==> config.mk <==
export PLATFORM = sky130hd
export DESIGN_NAME = bin_bcd_seq
export DESIGN_NICKNAME = d
export VERILOG_FILES = /design/src/rtl/bin_bcd_seq.sv
export SDC_FILE = /design/constraint.sdc
export NUM_CORES = 1
export LEC_CHECK = 0
export ABC_AREA = 1
export BUFFER_PORTS_ARGS = -buffer_cell sky130_fd_sc_hd__buf_2
export CORE_ASPECT_RATIO = 0.9
export CORE_UTILIZATION = 25
export DETAILED_ROUTE_END_ITERATION = 8
export HOLD_SLACK_MARGIN = 0.12
export PLACE_DENSITY = 0.38
export SETUP_SLACK_MARGIN = 0.5
export SLEW_MARGIN = 20
export SYNTH_ARGS = -nofsm -noshare
export SYNTH_HDL_FRONTEND = slang
export SYNTH_SLANG_ARGS = --single-unit
==> constraint.sdc <==
create_clock -name clk -period 1.9 [get_ports clk]
set_input_delay 0.095 -clock clk [delete_from_list [all_inputs] [get_ports clk]]
set_output_delay 0.095 -clock clk [all_outputs]
set_load 0.02 [all_outputs]
==> src/rtl/bin_bcd_seq.sv <==
// Sequential binary-to-BCD converter (double dabble), one operand bit per clock.
// A start/busy/done handshake wraps the conversion. Overflow flags operands >= 10^DIGITS.
module bin_bcd_seq #(
    parameter int BIN_W  = 10,
    parameter int DIGITS = 4
) (
    input  logic                  clk,
    input  logic                  rst,
    input  logic                  start,
    input  logic [BIN_W-1:0]      bin,
    output logic                  busy,
    output logic                  done,
    output logic [4*DIGITS-1:0]   bcd,
    output logic                  overflow
);

    localparam int BCD_W  = 4 * DIGITS;
    localparam int WORK_W = BCD_W + BIN_W;
    localparam int CNT_W  = $clog2(BIN_W + 1);
    localparam logic [CNT_W-1:0] LAST = CNT_W'(BIN_W - 1);

    // Handshake: start is taken on a rising edge only while busy=0; done pulses
    // for one cycle with bcd/overflow updated on that same edge.
    typedef enum logic {IDLE, SHIFT} state_t;

    state_t             state;
    logic [WORK_W-1:0]  work;
    logic [CNT_W-1:0]   cnt;
    logic               sticky;

    logic [BCD_W-1:0]   adj;
    logic [WORK_W-1:0]  shifted;
    logic               carry;

    always_comb begin
        adj = work[WORK_W-1 -: BCD_W];
        for (int k = 0; k < DIGITS; k++) begin
            if (adj[4*k +: 4] >= 4'd5)
                adj[4*k +: 4] = adj[4*k +: 4] + 4'd3;
        end
        // The top digit's MSB leaves the register; it carries a full 10^DIGITS.
        carry   = adj[BCD_W-1];
        shifted = {adj[BCD_W-2:0], work[BIN_W-1:0], 1'b0};
    end

    always_ff @(posedge clk) begin
        if (rst) begin
            state    <= IDLE;
            busy     <= 1'b0;
            done     <= 1'b0;
            bcd      <= '0;
            overflow <= 1'b0;
            work     <= '0;
            cnt      <= '0;
            sticky   <= 1'b0;
        end else begin
            done <= 1'b0;
            case (state)
                IDLE: begin
                    if (start) begin
                        work   <= {{BCD_W{1'b0}}, bin};
                        sticky <= 1'b0;
                        cnt    <= '0;
                        busy   <= 1'b1;
                        state  <= SHIFT;
                    end
                end
                SHIFT: begin
                    work   <= shifted;
                    cnt    <= cnt + 1'b1;
                    sticky <= sticky | carry;
                    if (cnt == LAST) begin
                        bcd      <= shifted[WORK_W-1 -: BCD_W];
                        overflow <= sticky | carry;
                        done     <= 1'b1;
                        busy     <= 1'b0;
                        state    <= IDLE;
                    end
                end
                default: state <= IDLE;
            endcase
        end
    end

endmodule

==> flow_metrics.tcl, run 1 <==
set metrics [dict create \
    fp.dieArea_mm2 0.009843 \
    worst_setup_path_start_kind "register" \
    finalSetupViolCount 0 \
    gr-usage-all-layers 0.1213 \
    worstHoldStart "start" \
    r2r_setup_slack_ps 610 \
    fin_nets 398 \
    yosysSeqAreaShare 0.4322 \
    setup_tns_ps 0 \
    synth_flop_cell "dfxtp_1" \
    clock_path_buffers 2 \
    drive_gt1_frac 0.1845 \
    cp_cell_sequence "inv_1, ha_1, nand3_1, nor2_4, nand2_4, clkinv_4, nand3_1, nand2_1" \
    cp_slowest_cell "dfxtp_2" \
    crit_path_max_fanout 10 \
    cts.sinks 51 \
    yosysMostFrequentCell "nand2_1" \
    initial_core_util 0.2589 \
    yosysTopAreaCell "dfxtp_1" \
    regToRegStartpoint "cnt[1]" \
    grt-ovfl-total 0 \
    ys_warn_count 0 \
    cap_violations 0 \
    synth_top_area_share 0.4322 \
    vdd_ir_drop_max_mv 0.2351 \
    fin_crit_sh 0.6813 \
    grt_pass1_vias 2026 \
    path_clk_slew_ps 90 \
    period_needed_ps 1294 \
    path_buf_inv 2 \
    dieWidth_um 104.5 \
    clkLatencyLatePin_ps 300 \
    io-pin-count 32 \
    vias_per_cell 4.282 \
    die-height_um 94.22 \
    slew_headroom 0.7595 \
    syn_area_mm2 0.002362 \
    setup_ws_ps 605.6 \
    power_leakage_nw 1.339 \
    r2r_cells 8 \
    num_vias 2124 \
    cts_max_level 2 \
    wirelength_mm 5.704 \
    grt_pass1_wl_mm 9.425 \
    cpPeakStageDelay_ps 360 \
    end_kind "register" \
    critical_path_required_ps 2100 \
    synth-edff-count 0 \
    synthTopCellsByArea "dfxtp_1, nand2_1, nand3_1" \
    syn_nets 352 \
    synthDistinctLibCells 25 \
    diodes 0 \
    n_fill_cell 1024 \
    power_density_mw_per_mm2 638.2 \
    fp.coreArea_mm2 0.009125 \
    drt-pass1-iter-count 4 \
    synth_common_cells "nand2_1, dfxtp_1, inv_1" \
    min_path_cells 4 \
    hpwl_mm 3.982 \
    crit_top_cell "nand3_1" \
    slew_violations 0 \
    crit_family "simple AND/OR/NAND/NOR gates" \
    rsz0062_at_grt "true" \
    ant_nets 0 \
    routedWlPerCell_um 11.50 \
    syn_inst 329 \
    worst_pin_slew_ps 359.9 \
    cts_tree "yes" \
    gp_congestion 0.7708 \
    cts_root_buffer "clkbuf_8" \
    place_ws_ps 439.1 \
    path_class "register to register" \
    hold_class "input port to register" \
    antenna_found_initial 0 \
    skew_ps 2.681 \
    row_count 33 \
    port_buffers 31 \
    dr.first_iter.drc_count 65 \
    area.growth.synth_to_final_pct 22.14 \
    status "finished, final reports clean" \
    min_to "cnt[3]" \
    final-hold-violation-count 0 \
    grt_max_degree 21 \
    worstReg2RegEnd "bcd[4]" \
    synth_area_per_cell_um2 7.180 \
    cts_buffers 5 \
    fmax_mhz 772.6 \
    drc 0 \
    synthArstFlopShare 0 \
    yosys_register_bits 51 \
    worstPathArrival_ps 1490 \
]
through the flow:
step / std cells / area [µm²] / power, mW / hold slack [ps] / util
2_1_floorplan: 329 / 2362 / 1.214 / 238.8 / -
3_3_place_gp: 477 / 2649 / 1.260 / 350.6 / 0.2903
3_5_place_dp: 477 / 2649 / 1.260 / 356.2 / 0.2903
4_1_cts: 496 / 2848 / 1.891 / 137.6 / 0.3121
5_1_grt: 496 / 2885 / 1.956 / 168.4 / 0.3162
6_report: 496 / 2885 / 1.841 / 143.0 / 0.3162
layout by cell type (no fill, tap or decap), drive strengths merged, types with 2 or more instances in the layout:
cell type      n
buf           39
nor3           2
clkbuf         6
nand4          6
nand3         27
o21ai         20
ha            10
dlygate4sd3   10
a21oi         21
dfxtp         51
a22oi          6
nor2           9
inv           36
nand2        126
what timing repair did:
action / CTS / global route
setup buffers: 3 / 0
resized for setup: 2 / 18
hold endpoints to repair: 10 / 0
pin swaps: 1 / 0
setup endpoints to repair: 20 / 35
gates cloned: 0 / 0
hold buffers: 10 / 0
layout make-up:
cell class              instances  area [µm²]  area share
multi-input cells             231        1155      0.4003
flip-flops and latches         51        1033      0.3582
repair buffers                 49       327.8      0.1136
well taps                     122       152.6     0.05291
inverters                      37       143.9     0.04987
clock buffers                   6       72.57     0.02515
metal layers:
metal | track usage | part of all wire | vias to the layer above
li1 | - | - | 1145
met1 | 0.1555 | 0.51 | 950
met2 | 0.2014 | 0.45 | 21
met3 | 0.02497 | 0.026 | 8
met4 | 0.04286 | 0.012 | 0
met5 | 0 | 0 | -
sequential cells by signal, summed over array words and instances, names as in the netlist:
name,cells
work,26
overflow,1
cnt,4
state,1
done,1
busy,1
sticky,1
bcd,16
logic make-up after synthesis:
logic type      after synthesis  share of synthesized area
buf+inv                      47                    0.08951
compound gates               48                     0.1091
mux                           1                   0.004237
simple gates                172                     0.3120
fa+ha+maj                    10                    0.05297
flops                        51                     0.4322
how the worst max path moves through the flow:
stage | depth (start not counted) | slack (ps) | from | endpoint
final | 8 | 610 | cnt[1] | bcd[4]
after global routing | 8 | 500 | work[23] | sticky
after CTS | 8 | 500 | work[22] | sticky
after detailed placement | 7 | 440 | cnt[1] | busy
after global placement | 8 | 420 | cnt[1] | bcd[4]
after floorplan | 7 | 680 | work[14] | work[18]
worst min-delay path, cell delays in order:
cell	delay [ps]
buf_2	120
nand2_2	70
nand2_1	60
a21oi_1	60
power by group:
part	leakage, nW	switching (mW)	total [mW]	internal [mW]
logic	0.885	0.0870	0.150	0.0634
registers	0.417	0.0149	1.10	1.09
clock network	0.0371	0.343	0.590	0.247
Note: power is estimated with default switching activity, not from simulation.
==> run 2: changes to the inputs <==
--- a/config.mk
+++ b/config.mk
@@ -11,7 +11,7 @@
 export CORE_UTILIZATION = 25
 export DETAILED_ROUTE_END_ITERATION = 8
 export HOLD_SLACK_MARGIN = 0.12
-export PLACE_DENSITY = 0.38
+export PLACE_DENSITY = 0.4
 export SETUP_SLACK_MARGIN = 0.5
 export SLEW_MARGIN = 20
 export SYNTH_ARGS = -nofsm -noshare
==> constraint.sdc (replaced) <==
create_clock -name clk -period 1.1 [get_ports clk]
set_input_delay 0.055 -clock clk [delete_from_list [all_inputs] [get_ports clk]]
set_output_delay 0.055 -clock clk [all_outputs]
set_load 0.02 [all_outputs]
==> run 2 against run 1 <==
  * The flow now finishes with violations (hold timing, setup timing)
  * Die area unchanged
  * Core utilization increased by 11 points
  * Hold slack got worse by 150 ps
  * Non-clock buffer count increased by 33
  * Critical path type unchanged
==> flow_metrics.tcl, run 2 (same netlist as run 1, synthesis figures left out) <==
set metrics [dict create \
    status "complete, but fails checks" \
    violations "hold timing, setup timing" \
    cap_violations 0 \
    cts.sinks 51 \
    power.switching_uw 912.2 \
    crit_family "flip-flops" \
    period_needed_ps 1159 \
    clkLatencyLatePin_ps 310 \
    crit_cells 7 \
    hold_class "input port to register" \
    fin_util 0.4288 \
    fp.coreArea_mm2 0.009125 \
    vdd_ir_drop_max_mv 0.4448 \
    comb_power_share 0.120 \
    worstPathArrival_ps 1390 \
    skew_ps 12.94 \
    hpwl_mm 4.221 \
    netSwitchingFraction 0.2609 \
    fp.dieArea_mm2 0.009843 \
    rsz0062_at_grt "true" \
    grt_max_degree 18 \
    layout.cells.non_filler 531 \
    cts_max_level 2 \
    min_path_cells 3 \
    place_inst 504 \
    power_leakage_nw 1.850 \
    final_common_cell "nand2_1" \
    crit_top_cell "inv_2" \
    internal_power_mw 2.585 \
    grt_pass1_vias 2215 \
    setup_ws_ps -58.77 \
    area.growth.synth_to_final_pct 65.62 \
    fmax_mhz 863.0 \
    cts_buffers 5 \
    path_clk_slew_ps 100 \
    row_count 33 \
    path_class "register to register" \
    drc 0 \
    path_buf_inv 2 \
    gp_congestion 0.7286 \
    placed_area_mm2 0.003004 \
    fin_nets 431 \
    worst_setup_path_start_kind "register" \
    power_density_mw_per_mm2 893.7 \
    regMostFlops "work" \
    cp_cell_sequence "inv_2, ha_4, inv_2, nand2_4, nand4_1, nand3_2, a21oi_2" \
    vias_per_cell 4.416 \
    dr.first_iter.drc_count 88 \
    clockPowerShare 0.336 \
    r2r_cells 7 \
    wirelength_mm 6.589 \
    fin_area_mm2 0.003913 \
    port_buffers 31 \
    grt_pass1_wl_mm 10.81 \
    drt-pass1-iter-count 4 \
    diodes 0 \
    initial_core_util 0.2589 \
    final_cell_mix "nand2_1, buf_4, dfxtp_2" \
    gr-usage-all-layers 0.1418 \
    io-pin-count 32 \
    finalSetupViolCount 30 \
    drive_gt1_frac 0.5941 \
    ant_nets 0 \
    worst_pin_slew_ps 314.5 \
    cts_root_buffer "clkbuf_8" \
    cts_tree "yes" \
    hold-worst-slack_ps -4.110 \
    crit_path_max_fanout 4 \
    reg.largest.list "work x26, bcd x16, cnt x4" \
    seqPwrFrac 0.544 \
    slew_violations 0 \
    largest_register_ffs 26 \
    cp_slowest_cell "dfxtp_2" \
    n_fill_cell 933 \
    final-hold-violation-count 1 \
    grt-ovfl-total 0 \
    routedWlPerCell_um 12.41 \
    num_vias 2345 \
    setup_tns_ps -853.4 \
    slew_headroom 0.7900 \
    fin_crit_sh 1.053 \
    antenna_found_initial 0 \
    die-height_um 94.22 \
    critical_path_required_ps 1330 \
    cpPeakStageDelay_ps 380 \
    clock_path_buffers 2 \
    end_kind "register" \
    dieWidth_um 104.5 \
]
run 2: worst reg2reg max path: cells and delay by family, from the launching register on:
family                     cells  cell delay, ps
adders and majority gates      1             160
and+or+nand+nor                3             300
buffers and inverters          2             120
AOI/OAI and AO/OA              1             140
DFF                            1             380
run 2: timing repair:
item | CTS | global route
endpoints found under the setup margin | 70 | 70
cloned | 2 | 0
gates resized for setup | 136 | 53
pin swaps | 32 | 20
hold endpoints to repair | 13 | 13
buffers inserted | 11 | 6
run 2: through the flow:
step | worst slack [ps] | power (mW)
global placement | -162.7 | 2.216
global route | -142.1 | 3.698
detailed placement | -189.4 | 2.217
floorplan | -24.49 | 2.121
finish | -58.77 | 3.497
CTS | -58.39 | 3.534
run 2: final cells by class:
| type | count | area (µm²) | area share |
|---|---|---|---|
| timing repair buffer | 82 | 777.0 | 0.1986 |
| inverter | 37 | 181.4 | 0.04637 |
| sequential | 51 | 1069 | 0.2731 |
| tap | 122 | 152.6 | 0.03901 |
| multi-input combinational | 231 | 1634 | 0.4177 |
| clock buffer | 6 | 82.58 | 0.02111 |
| clock inverter | 2 | 16.27 | 0.004157 |
run 2: path summary, 6_finish.rpt:
| check | start | end | slack [ps] |
|---|---|---|---|
| max | work[10] | work[11] | -60 |
| min | bin[0] | work[0] | -4 |
| max reg2reg | work[10] | work[11] | -60 |
| min reg2reg | bcd[6] | bcd[6] | 460 |
run 2: power by group through the flow:
stage	Clock, mW	Combinational (mW)	Sequential [mW]
4_1_cts	1.24	0.387	1.90
6_report	1.18	0.419	1.90
2_1_floorplan	0	0.177	1.94
5_1_grt	1.33	0.462	1.91
3_5_place_dp	0	0.272	1.95
3_3_place_gp	0	0.271	1.95
run 2: routing by layer:
layer,routed length [µm],share of wire,vias up,GRT usage
li1,-,-,1208,-
met1,3229,0.49,1103,0.1923
met2,3101,0.47,30,0.2268
met3,195,0.030,4,0.02705
met4,61,0.0093,0,0.04286
met5,0,0,-,0
==> run 3: changes to the inputs <==
--- a/config.mk
+++ b/config.mk
@@ -5,9 +5,8 @@
 export SDC_FILE = /design/constraint.sdc
 export NUM_CORES = 1
 export LEC_CHECK = 0
-export ABC_AREA = 1
 export BUFFER_PORTS_ARGS = -buffer_cell sky130_fd_sc_hd__buf_2
-export CORE_ASPECT_RATIO = 0.9
+export CORE_ASPECT_RATIO = 1.75
 export CORE_UTILIZATION = 25
 export DETAILED_ROUTE_END_ITERATION = 8
 export HOLD_SLACK_MARGIN = 0.12
==> run 3 against run 2 <==
  * The flow finishes with violations (setup timing)
  * Setup slack lost 180 ps
  * Clock skew is 6.9 ps lower
  * Sequential cell count stayed put
  * Critical endpoint is now bcd[9]
  * Global-route usage increased by 0.94 points
  * First-iteration DRC count is 32% lower
  * Cell count shrank 15%
  * Register-to-register slack lost 180 ps
  * Synthesized cell count decreased by 26%
  * Largest cell class unchanged
  * Cell area increased by 3.5%
==> flow_metrics.tcl, run 3 <==
set metrics [dict create \
    cts_root_buffer "clkbuf_16" \
    grt_max_degree 16 \
    initial_core_util 0.2585 \
    synth_area_per_cell_um2 9.284 \
    vdd_ir_drop_max_mv 0.5777 \
    status "complete, but fails checks" \
    fin_util 0.4639 \
    final_common_cell "buf_4" \
    place_ws_ps -234.8 \
    seqPwrFrac 0.446 \
    syn_inst 243 \
    synthSimpleGateAreaFrac 0.1553 \
    comb_power_share 0.122 \
    power_leakage_nw 1.568 \
    synth_flop_cell "dfxtp_1" \
    fin_nets 356 \
    yosys_register_bits 51 \
    grt-ovfl-total 0 \
    synthArstFlopShare 0 \
    port_buffers 31 \
    synth_top_area_share 0.4526 \
    syn_nets 266 \
    crit_path_max_fanout 3 \
    clockPowerShare 0.431 \
    synth_top_family_by_area "compound AO/OA/AOI/OAI gates" \
    ys_warn_count 0 \
    yosysSeqAreaShare 0.4526 \
    drc 0 \
    muxShareOfSynthArea 0.06656 \
    n_fill_cell 856 \
    final_cell_mix "buf_4, buf_6, dfxtp_2" \
    internal_power_mw 3.280 \
    slew_violations 0 \
    largest_register_ffs 26 \
    gp_congestion 0.6762 \
    cap_violations 0 \
    drive_gt1_frac 0.6737 \
    synth-edff-count 0 \
    die-height_um 127.7 \
    layout.cells.non_filler 451 \
    regMostFlops "work" \
    antenna_found_initial 0 \
    cts_tree "yes" \
    cts.sinks 51 \
    area.growth.synth_to_final_pct 79.48 \
    violations "setup timing" \
    reg.largest.list "work x26, bcd x16, cnt x4" \
    gr-usage-all-layers 0.1511 \
    critical_path_required_ps 1300 \
    path_class "register to register" \
    io-pin-count 32 \
    num_vias 2051 \
    rsz0062_at_grt "true" \
    fin_total_pwr_mw 4.264 \
    yosysMostFrequentCell "dfxtp_1" \
    yosysTopAreaCell "dfxtp_1" \
    netSwitchingFraction 0.2306 \
    syn_area_mm2 0.002256 \
    fp.coreArea_mm2 0.008727 \
    path_clk_slew_ps 70 \
    synth_xor_area_frac 0.01553 \
    end_kind "register" \
    fmax_mhz 746.7 \
    hpwl_mm 4.162 \
    synth_compound_area_frac 0.1997 \
    dr.first_iter.drc_count 60 \
    grt_pass1_vias 2107 \
    vias_per_cell 4.548 \
    clock_path_buffers 2 \
    ant_nets 0 \
    synthAdderAreaFrac 0.05546 \
    fin_area_mm2 0.004049 \
    clkLatencyLatePin_ps 300 \
    fp.dieArea_mm2 0.009422 \
    hold_class "input port to register" \
    wirelength_mm 6.337 \
    fin_crit_sh 1.217 \
    row_count 45 \
    period_needed_ps 1339 \
    synthTopCellsByArea "dfxtp_1, mux2i_1, a22o_1" \
    placed_area_mm2 0.003067 \
    skew_ps 6.066 \
    synth_common_cells "dfxtp_1, a21oi_1, nor2_1" \
    drt-pass1-iter-count 4 \
    worst_setup_path_start_kind "register" \
    slew_headroom 0.7070 \
    synthDistinctLibCells 30 \
    finalSetupViolCount 33 \
    cts_buffers 5 \
    power_density_mw_per_mm2 1053 \
    final-hold-violation-count 0 \
    routedWlPerCell_um 14.05 \
    worstPathArrival_ps 1530 \
    power.switching_uw 983.1 \
    diodes 0 \
    dieWidth_um 73.81 \
    place_inst 417 \
    cts_max_level 2 \
    grt_pass1_wl_mm 10.51 \
    setup_ws_ps -239.2 \
    worst_pin_slew_ps 437.6 \
]
run 3: cell count changes after synthesis, sizes merged, moves of 6 or more:
cell,change
a22oi,-6
nand2,-115
nor2,+13
a22o,+17
nand2b,+6
mux2i,+14
a21oi,+7
inv,-26
nand3,-22
nand4,-6
nor3b,+12
run 3: cells by family after synthesis:
family | count (synthesis)
simple gates | 68
compound gates | 71
xor+xnor | 4
buf+inv | 24
flops | 51
fa+ha+maj | 10
mux | 15
run 3: cell type report:
class,count,area (µm²),share of cell area
multi-input cells,168,1659,0.4098
flip-flops and latches,51,1074,0.2651
repair buffers,96,927.1,0.2290
well taps,117,146.4,0.03616
clock buffers,6,138.9,0.03430
inverters,11,68.82,0.01700
clock inverters,2,35.03,0.008653
run 3: timing repair:
action                                  in CTS  in global routing
endpoints found under the setup margin      70                 70
endpoints found under the hold margin        1                  0
pin swaps                                   28                 27
cloned                                       4                  0
buffers inserted                            20                  2
gates resized for setup                    146                 25
run 3: routing by layer:
layer,GRT usage,wire length [µm]
met1,0.1663,2554
met2,0.2698,3488
met3,0.03223,168
met4,0.06787,126
met5,0,0
run 3: power groups by stage:
stage	Sequential (mW)	Clock, mW	Combinational (mW)
finish	1.90	1.84	0.522
global route	1.91	1.99	0.562
CTS	1.90	1.91	0.508
detailed placement	1.94	0	0.313
global placement	1.94	0	0.310
floorplan	1.94	0	0.225
run 3: path summary, 6_finish.rpt:
path            start  cells after the start  endpoint  slack [ps]
max reg2reg  work[19]                      7    bcd[9]        -240
min            bin[0]                      3   work[0]         140
max          work[19]                      7    bcd[9]        -240
min reg2reg    bcd[3]                      2    bcd[3]         450
run 3: worst max-delay path, stage by stage (launching register included):
cell      delay [ps]
dfxtp_2          360
inv_4             50
ha_4             140
nand2b_4         140
a21oi_4          140
buf_4            140
xnor2_2           60
a22o_1           190
run 3: metrics by stage:
stage | TNS, ps | hold WS [ps]
after floorplan | -2586 | 301.5
after global placement | -5985 | 403.4
after detailed placement | -5936 | 403.6
after CTS | -5044 | 102.8
after global routing | -7699 | 157.0
final | -5212 | 137.4
